==> src/rtl/rd_empty_gen.sv <==
// Read-domain status for the async FIFO: synchronises the Gray write pointer into rclk
// and derives empty, almost_emp, rd_level and the Gray read pointer returned to wclk.
module rd_empty_gen #(
  parameter int RD_ADDRW    = 5,
  parameter int SYNC_STAGES = 2,
  parameter int AE_THRESH   = 2
) (
  input  logic              rclk,
  input  logic              rst_n,
  input  logic              rd_en,
  input  logic [RD_ADDRW:0] rptr,
  input  logic [RD_ADDRW:0] wptr_gray,
  output logic [RD_ADDRW:0] rptr_gray,
  output logic              empty,
  output logic              almost_emp,
  output logic [RD_ADDRW:0] rd_level
);
  localparam int PW = RD_ADDRW + 1;
  localparam logic [PW-1:0] AE_LIM = PW'(AE_THRESH);

  function automatic logic [PW-1:0] bin2gray(input logic [PW-1:0] b);
    return b ^ (b >> 1);
  endfunction

  function automatic logic [PW-1:0] gray2bin(input logic [PW-1:0] g);
    logic [PW-1:0] b;
    b[PW-1] = g[PW-1];
    for (int i = PW - 2; i >= 0; i--) b[i] = b[i+1] ^ g[i];
    return b;
  endfunction

  logic [PW-1:0] wq [SYNC_STAGES];
  logic [PW-1:0] wq_g;
  logic [PW-1:0] wq_bin;
  logic [PW-1:0] rptr_next;
  logic [PW-1:0] rgray_next;
  logic [PW-1:0] lvl_next;
  logic          rd_fire;

  // Synchroniser: bare flop chain, nothing between stages
  always_ff @(posedge rclk or negedge rst_n) begin
    if (!rst_n) begin
      for (int i = 0; i < SYNC_STAGES; i++) wq[i] <= '0;
    end else begin
      wq[0] <= wptr_gray;
      for (int i = 1; i < SYNC_STAGES; i++) wq[i] <= wq[i-1];
    end
  end

  // Look ahead to the pointer value the read counter will hold after this edge
  always_comb begin
    wq_g       = wq[SYNC_STAGES-1];
    wq_bin     = gray2bin(wq_g);
    rd_fire    = rd_en & ~empty;
    rptr_next  = rptr + {{RD_ADDRW{1'b0}}, rd_fire};
    rgray_next = bin2gray(rptr_next);
    lvl_next   = wq_bin - rptr_next;
  end

  // Status registers
  always_ff @(posedge rclk or negedge rst_n) begin
    if (!rst_n) begin
      rptr_gray  <= '0;
      empty      <= 1'b1;
      almost_emp <= 1'b1;
      rd_level   <= '0;
    end else begin
      rptr_gray  <= rgray_next;
      empty      <= (rgray_next == wq_g);
      almost_emp <= (lvl_next <= AE_LIM);
      rd_level   <= lvl_next;
    end
  end

endmodule

==> config.mk <==
export PLATFORM = sky130hd
export DESIGN_NAME = rd_empty_gen
export DESIGN_NICKNAME = d
export VERILOG_FILES = /design/src/rtl/rd_empty_gen.sv
export SDC_FILE = /design/constraint.sdc
export NUM_CORES = 1
export LEC_CHECK = 0
export CAP_MARGIN = 20
export CORE_UTILIZATION = 56
export CTS_BUF_LIST = sky130_fd_sc_hd__clkbuf_8
export CTS_CLUSTER_DIAMETER = 40
export CTS_CLUSTER_SIZE = 8
export DETAILED_ROUTE_END_ITERATION = 7
export PLACE_DENSITY = 0.93
export SLEW_MARGIN = 20
export SYNTH_ARGS = -nofsm -noshare
export SYNTH_HDL_FRONTEND = slang
export SYNTH_SLANG_ARGS = --single-unit
==> constraint.sdc <==
create_clock -name rclk -period 7 [get_ports rclk]
set_input_delay 1.75 -clock rclk [delete_from_list [all_inputs] [get_ports rclk]]
set_output_delay 1.75 -clock rclk [all_outputs]
set_load 0.005 [all_outputs]
Yosys cells after proc, flatten, opt, wreduce, memory -nomap -nowiden --
Cells that the tools add are included. W data, S select, Z words.
Word-level totals: register bits 26, word-level logic and storage cells 18
Operators by class: $add $sub $neg 2, order comparisons 1, equality and inequality tests 1, bitwise operators 8
Operators with widths (number):
- $add A6 B1 Y6 | 1
- $eq A6 B6 Y1 | 1
- $le A6 B2 Y1 const B | 1
- $sub A6 B6 Y6 | 1
- $xor A6 B5 Y6 | 1
- $xor A1 B1 Y1 | 5
- $and A1 B1 Y1 | 1
- $not A1 Y1 | 1

Logic depth before layout (Yosys ltp) --
Gate-level depths: netlist of the first run.
word-level depth 7, mapped depth 13, gate-level depth less buffers 13

Least setup slack after synthesis of the first run --
Ideal clock, no wire load.
path type in2reg, start input rd_en, end register almost_emp, arrival 4.090 ns, data required time 6.925 ns, path slack 2.835 ns, stages 12, cell sequence nor2b_1 -> ha_1 -> ha_1 -> buf_6 -> xnor2_1 -> ha_1 -> nand2b_1 -> a21oi_1 -> xnor2_1 -> xnor2_1 -> or4_1 -> nor3b_2
Between the ends: longest elaborated chain between the ends 4
RTL lines:
- from (decl) | line 10 | input logic rd_en,
- $and A1 B1 Y1 | line 54 | rd_fire = rd_en & ~empty;
- $add A6 B1 Y6 | line 55 | rptr_next = rptr + {{RD_ADDRW{1'b0}}, rd_fire};
- $sub A6 B6 Y6 | line 57 | lvl_next = wq_bin - rptr_next;
- via lvl_next[4] | line 37 | logic [PW-1:0] lvl_next;
- $le A6 B2 Y1 | line 70 | almost_emp <= (lvl_next <= AE_LIM);
- to (signal assigned) | line 70
- to (decl) | line 15 | output logic almost_emp,
The timed path passes the listed nets, and every way through them passes these cells.

Worst setup path in the final report of the first run --
Ends and elaborated chain as after synthesis.

==> impl_metrics.yaml, run 1 <==
status:
  status: "finished clean"
place:
  io_buffers: 28
  dpl.cell_count: 177
  gp_congestion: 0.841
  hpwl_mm: 1.90
  placed_area_um2: 1660
logic_synthesis:
  synth_edf_count: 0
  ys_ff_latch: 26
  synth.area.top_cells: "dfrtp_1 (44%), xnor2_1 (10%), ha_1 (5.5%), dfstp_2 (3.9%), xor2_1 (3.9%)"
  synthFlopType: "dfrtp_1"
  synth_cell_types: 37
  syn_area_um2: 1360
  yosysWarningCount: 0
  synth_cells: 124
  ys_seq_area_frac: 0.479
  yosysTopAreaCellShare: 0.440
  async_reset_ff_frac: 1.00
  syn_nets: 146
  yosysTopAreaCell: "dfrtp_1"
  syn_avg_cell_area_um2: 11.0
clock_network:
  cts_buffers: 3
  ctsHoldBuffers: 0
  clock_latency_ps: 270
  cts_tree: "done"
  ctsRootBufferMaster: "clkbuf_8"
  cts_resized: 0
  clk_pin_slew_ps: 90
  htree_num_levels: 1
  cts_buffer_depth: 2
  clock_sinks: 26
  postCtsSetupRepairBufs: 0
sta:
  final-hold-violation-count: 0
  rsz0062_at_grt: "false"
  setup-violations-final: 0
  worst_pin_slew_ps: 530
  hold_slack_ps: 354
  finalCritPeriodShare: 0.661
  finalSetupTns_ps: 0
  maxSlewHeadroom: 0.647
  fin_skew_ps: 3.56
  max_freq_ghz: 0.216
  period_minus_slack_ps: 4630
  maxSlewViolCount: 0
critical_path:
  critical_path_class: "input pin to flip-flop"
  crit_fanout: 9
  arrival_ps: 4830
  critPathLaunch: "rd_en"
  setup.worst_path.end_class: "flip-flop"
  r2r-start: "wq_g[4]"
  required_ps: 7200
  cp-start-kind: "input pin"
grt:
  grt_first_pass_wirelength_mm: 4.46
  grt-ovfl-total: 0
  grt_max_degree: 27
  grt_use_met3: 0.0536
  grt_use_met1: 0.288
  grt_pass1_vias: 1001
  grt_use_total: 0.233
  use_met2: 0.406
  grt-busiest-layer: "met2"
  antenna_found_initial: 0
finish:
  nets: 176
  drive_above_1_share: 0.0654
  final_cells: 181
  synthToLayoutAreaGrowth_pct: 26.4
  final_cell_area_um2: 1720
  antenna_cells: 0
detailed_routing:
  routed_wl_mm: 2.56
  drt-wirelength-per-cell_um: 14.1
  routed_via_density: 5.51
  dr.pass1.iters: 4
  ant_nets: 0
  dr.first_iter.drc_count: 21
  drcViolationCount: 0
  num_vias: 998
power:
  comb_power_share: 0.336
  peakVddDrop_v: 0.000202
  p_leak_uw: 0.000745
  swShare: 0.267
  p_int_uw: 338
  p_switching_uw: 123
  powerDensity_nw_per_um2: 267
  p_seq_frac: 0.398
  p_clk_frac: 0.266
hold_path:
  hold_path_class: "flip-flop to flip-flop"
  hp-start: "wq[11]"
die:
  dieArea_um2: 2640
  core_um2: 2250
  fp.dieH_um: 51.4
  start_util: 0.605
  io_pins: 29
  core.rowCount: 17
  die-width_um: 51.4
run:
  drv_cap: 0
## per-layer routing
| metal | routed length [um] | part of all wire | vias up |
|---|---|---|---|
| met5 | 0 | 0 | - |
| met4 | 31 | 0.012 | 0 |
| met3 | 179 | 0.070 | 4 |
| met2 | 1360 | 0.53 | 44 |
| li1 | - | - | 480 |
| met1 | 989 | 0.39 | 470 |
## cells in the mapped netlist, types with 2 or more instances
cell,number
dfrtp_1,24
xnor2_1,16
inv_1,11
nor2_1,8
a21oi_1,7
ha_1,6
nand2_1,6
xor2_1,6
nand2b_1,4
nand3_1,3
a221oi_1,2
and2_1,2
dfstp_2,2
nor2b_1,2
o211ai_1,2
o21ai_0,2
## flip-flops by register name, indices dropped and copies added, names as in the netlist
signal	cells
rptr_gray	6
wq	6
almost_emp	1
empty	1
rd_level	6
wq_g	6
## cells by family after synthesis
| group | count (synthesis) | synth area share |
|---|---|---|
| simple gates | 32 | 0.133 |
| flops | 26 | 0.479 |
| xor+xnor | 23 | 0.161 |
| compound gates | 22 | 0.111 |
| buf+inv | 14 | 0.0459 |
| fa+ha+maj | 7 | 0.0697 |
## final timing paths
path,slack [ps],to,depth (start not counted)
worst min register to register,350,wq_g[5],0
min in group asynchronous,1440,rd_level[2],1
worst max-delay path,2370,almost_emp,12
worst min-delay path,350,wq_g[5],0
max in group asynchronous,5190,empty,1
worst max register to register,3270,almost_emp,13
## stage by stage
step / util / total power (uW) / setup slack (ps)
6_report: 0.765 / 461 / 2370
5_1_grt: 0.765 / 488 / 2230
4_1_cts: 0.767 / 465 / 2380
3_5_place_dp: 0.735 / 341 / 2110
3_3_place_gp: 0.735 / 332 / 2290
2_1_floorplan: - / 269 / 2830
## power by group through the flow
stage / combinational [uW] / sequential, uW / clock, uW
2_1_floorplan: 79.1 / 190 / 0
3_3_place_gp: 146 / 186 / 0
5_1_grt: 172 / 186 / 130
3_5_place_dp: 155 / 187 / 0
6_report: 155 / 184 / 123
4_1_cts: 156 / 184 / 125
## worst max-delay path, cell delays in order
cell	delay, ps
clkdlybuf4s50_1	440
nor2b_1	120
ha_1	230
ha_1	440
xnor2_1	230
ha_1	400
nand2b_1	70
a21oi_1	160
xnor2_1	160
xnor2_1	110
or4_1	540
nor3b_2	180
## placed cells by master, fill, tap and decap left out, types with 2 or more instances in the layout
cell type        netlist  routed
nand2_1                6       6
xor2_1                 6       6
a221oi_1               2       2
clkbuf_8               0       3
ha_1                   6       6
dfrtp_1               24      24
o21ai_0                2       2
clkdlybuf4s50_1        0      27
nor2_1                 8       8
inv_1                 11      11
nor2b_1                2       2
xnor2_1               16      16
o211ai_1               2       2
a21oi_1                7       7
and2_1                 2       2
nand3_1                3       3
dfstp_2                2       2
nand2b_1               4       4
## layout make-up
class | instances | area [um2]
clock buffer | 3 | 41.3
tap | 28 | 35.0
timing repair buffer | 28 | 275
inverter | 11 | 41.3
multi-input combinational | 84 | 648
clock inverter | 1 | 30.0
sequential | 26 | 653
fill | 153 | 531
(Power assumes the default switching activity.)
==> run 2: changes to the inputs <==
--- a/config.mk
+++ b/config.mk
@@ -6,12 +6,12 @@
 export NUM_CORES = 1
 export LEC_CHECK = 0
 export CAP_MARGIN = 20
-export CORE_UTILIZATION = 56
+export CORE_UTILIZATION = 47
 export CTS_BUF_LIST = sky130_fd_sc_hd__clkbuf_8
 export CTS_CLUSTER_DIAMETER = 40
 export CTS_CLUSTER_SIZE = 8
 export DETAILED_ROUTE_END_ITERATION = 7
-export PLACE_DENSITY = 0.93
+export PLACE_DENSITY = 0.84
 export SLEW_MARGIN = 20
 export SYNTH_ARGS = -nofsm -noshare
 export SYNTH_HDL_FRONTEND = slang
==> constraint.sdc (replaced) <==
create_clock -name rclk -period 4.24 [get_ports rclk]
set_input_delay 1.06 -clock rclk [delete_from_list [all_inputs] [get_ports rclk]]
set_output_delay 1.06 -clock rclk [all_outputs]
set_load 0.005 [all_outputs]
==> impl_metrics.yaml, run 2 (synthesis gave the netlist of run 1 again) <==
power:
  powerDensity_nw_per_um2: 414
  peakVddDrop_v: 0.000316
  p_leak_uw: 0.000748
critical_path:
  setup.worst_path.end_class: "flip-flop"
  rrSetupSlack_ps: 480
  slowest_delay_ps: 530
  arrival_ps: 4030
  critical_path_class: "input pin to flip-flop"
  reg2reg_depth: 13
  crit_family: "adder cells"
  timing.rr.end: "almost_emp"
  r2r-start: "wq_g[4]"
  path_cells: "clkdlybuf4s50_1 -> nor2b_1 -> ha_1 -> ha_1 -> fa_1 -> nand2b_1 -> a21oi_1 -> xnor2_1 -> xnor2_1 -> or4_1 -> nor3b_2"
  crit_fanout: 6
  required_ps: 4430
  worst-path-buf-inv: 1
  cp_slowest_cell: "or4_1"
  cp-start-kind: "input pin"
die:
  die-width_um: 55.9
  core.rowCount: 19
  dieArea_um2: 3120
  io_pins: 29
  core_um2: 2760
  fp.dieH_um: 55.9
  start_util: 0.495
sta:
  max_freq_ghz: 0.261
  setup-violations-final: 0
  finalSetupTns_ps: 0
  final-hold-violation-count: 0
  worst_pin_slew_ps: 539
  period_minus_slack_ps: 3830
  fin_skew_ps: 6.27
  rsz0062_at_grt: "false"
  maxSlewViolCount: 0
  finalCritPeriodShare: 0.903
  maxSlewHeadroom: 0.641
grt:
  grt_use_met3: 0.0302
  grt_use_met1: 0.207
  grt-ovfl-total: 0
  antenna_found_initial: 0
  grt_max_degree: 27
  grt_first_pass_wirelength_mm: 4.17
  grt-busiest-layer: "met2"
  grt_pass1_vias: 981
  grt_use_total: 0.171
  use_met2: 0.294
clock_network:
  postCtsSetupRepairBufs: 0
  cts_resized: 0
  clk_pin_slew_ps: 90
  cts_buffer_depth: 2
  ctsRootBufferMaster: "clkbuf_8"
  cts_tree: "done"
  cts_buffers: 3
  ctsHoldBuffers: 0
  clock_sinks: 26
  clock_latency_ps: 270
  htree_num_levels: 1
finish:
  nets: 178
  drive_above_1_share: 0.0774
  final_cell_mix: "clkdlybuf4s50_1 (27), dfrtp_1 (24), xnor2_1 (16), inv_1 (11), nor2_1 (8)"
  antenna_cells: 0
  final_cell_area_um2: 1730
  final_core_util: 0.626
  layout_commonest_cell: "clkdlybuf4s50_1"
  synthToLayoutAreaGrowth_pct: 26.6
detailed_routing:
  routed_wl_mm: 2.34
  dr.first_iter.drc_count: 29
  ant_nets: 0
  num_vias: 971
  routed_via_density: 5.22
  dr.pass1.iters: 4
  drcViolationCount: 0
  drt-wirelength-per-cell_um: 12.6
hold_path:
  whs_endpoint: "wq_g[3]"
  hold_path_class: "flip-flop to flip-flop"
  whs_path_depth: 0
  hp-start: "wq[9]"
run:
  drv_cap: 0
place:
  gp_congestion: 0.927
  placed_area_um2: 1680
  hpwl_mm: 1.84
  io_buffers: 28
status:
  status: "finished clean"
-- run 2: how the worst max path moves through the flow --
stage	endpoint	startpoint	slack (ps)	cells past startpoint
5_1_grt	almost_emp	rd_en	270	11
6_report	almost_emp	rd_en	410	11
2_1_floorplan	almost_emp	rd_en	760	12
3_3_place_gp	almost_emp	rd_en	320	11
3_5_place_dp	almost_emp	rd_en	110	11
4_1_cts	almost_emp	rd_en	400	11
-- run 2: through the flow --
step	power (uW)	hold WS [ps]	worst slack, ps	instances
after detailed placement	562	335	115	182
after global placement	552	332	315	182
after CTS	722	356	403	186
final	714	353	409	186
after global routing	760	362	266	186
after floorplan	445	331	765	124
-- run 2: area by class of cell --
class	instances	area [um2]
well taps	31	38.8
inverters	11	41.3
flip-flops and latches	26	653
multi-input cells	84	648
clock buffers	4	55.1
fillers	220	1030
repair buffers	30	290
-- run 2: report_power, final --
part	total, uW	switching (uW)	internal [uW]
Sequential	304	12.5	291
Clock	158	75.4	83.1
Combinational	252	111	141
Total	714	198	516
-- run 2: per-layer routing --
layer | part of all wire | vias up
met4 | 0.015 | 0
met2 | 0.54 | 29
met3 | 0.043 | 5
li1 | - | 479
met5 | 0 | -
met1 | 0.40 | 458
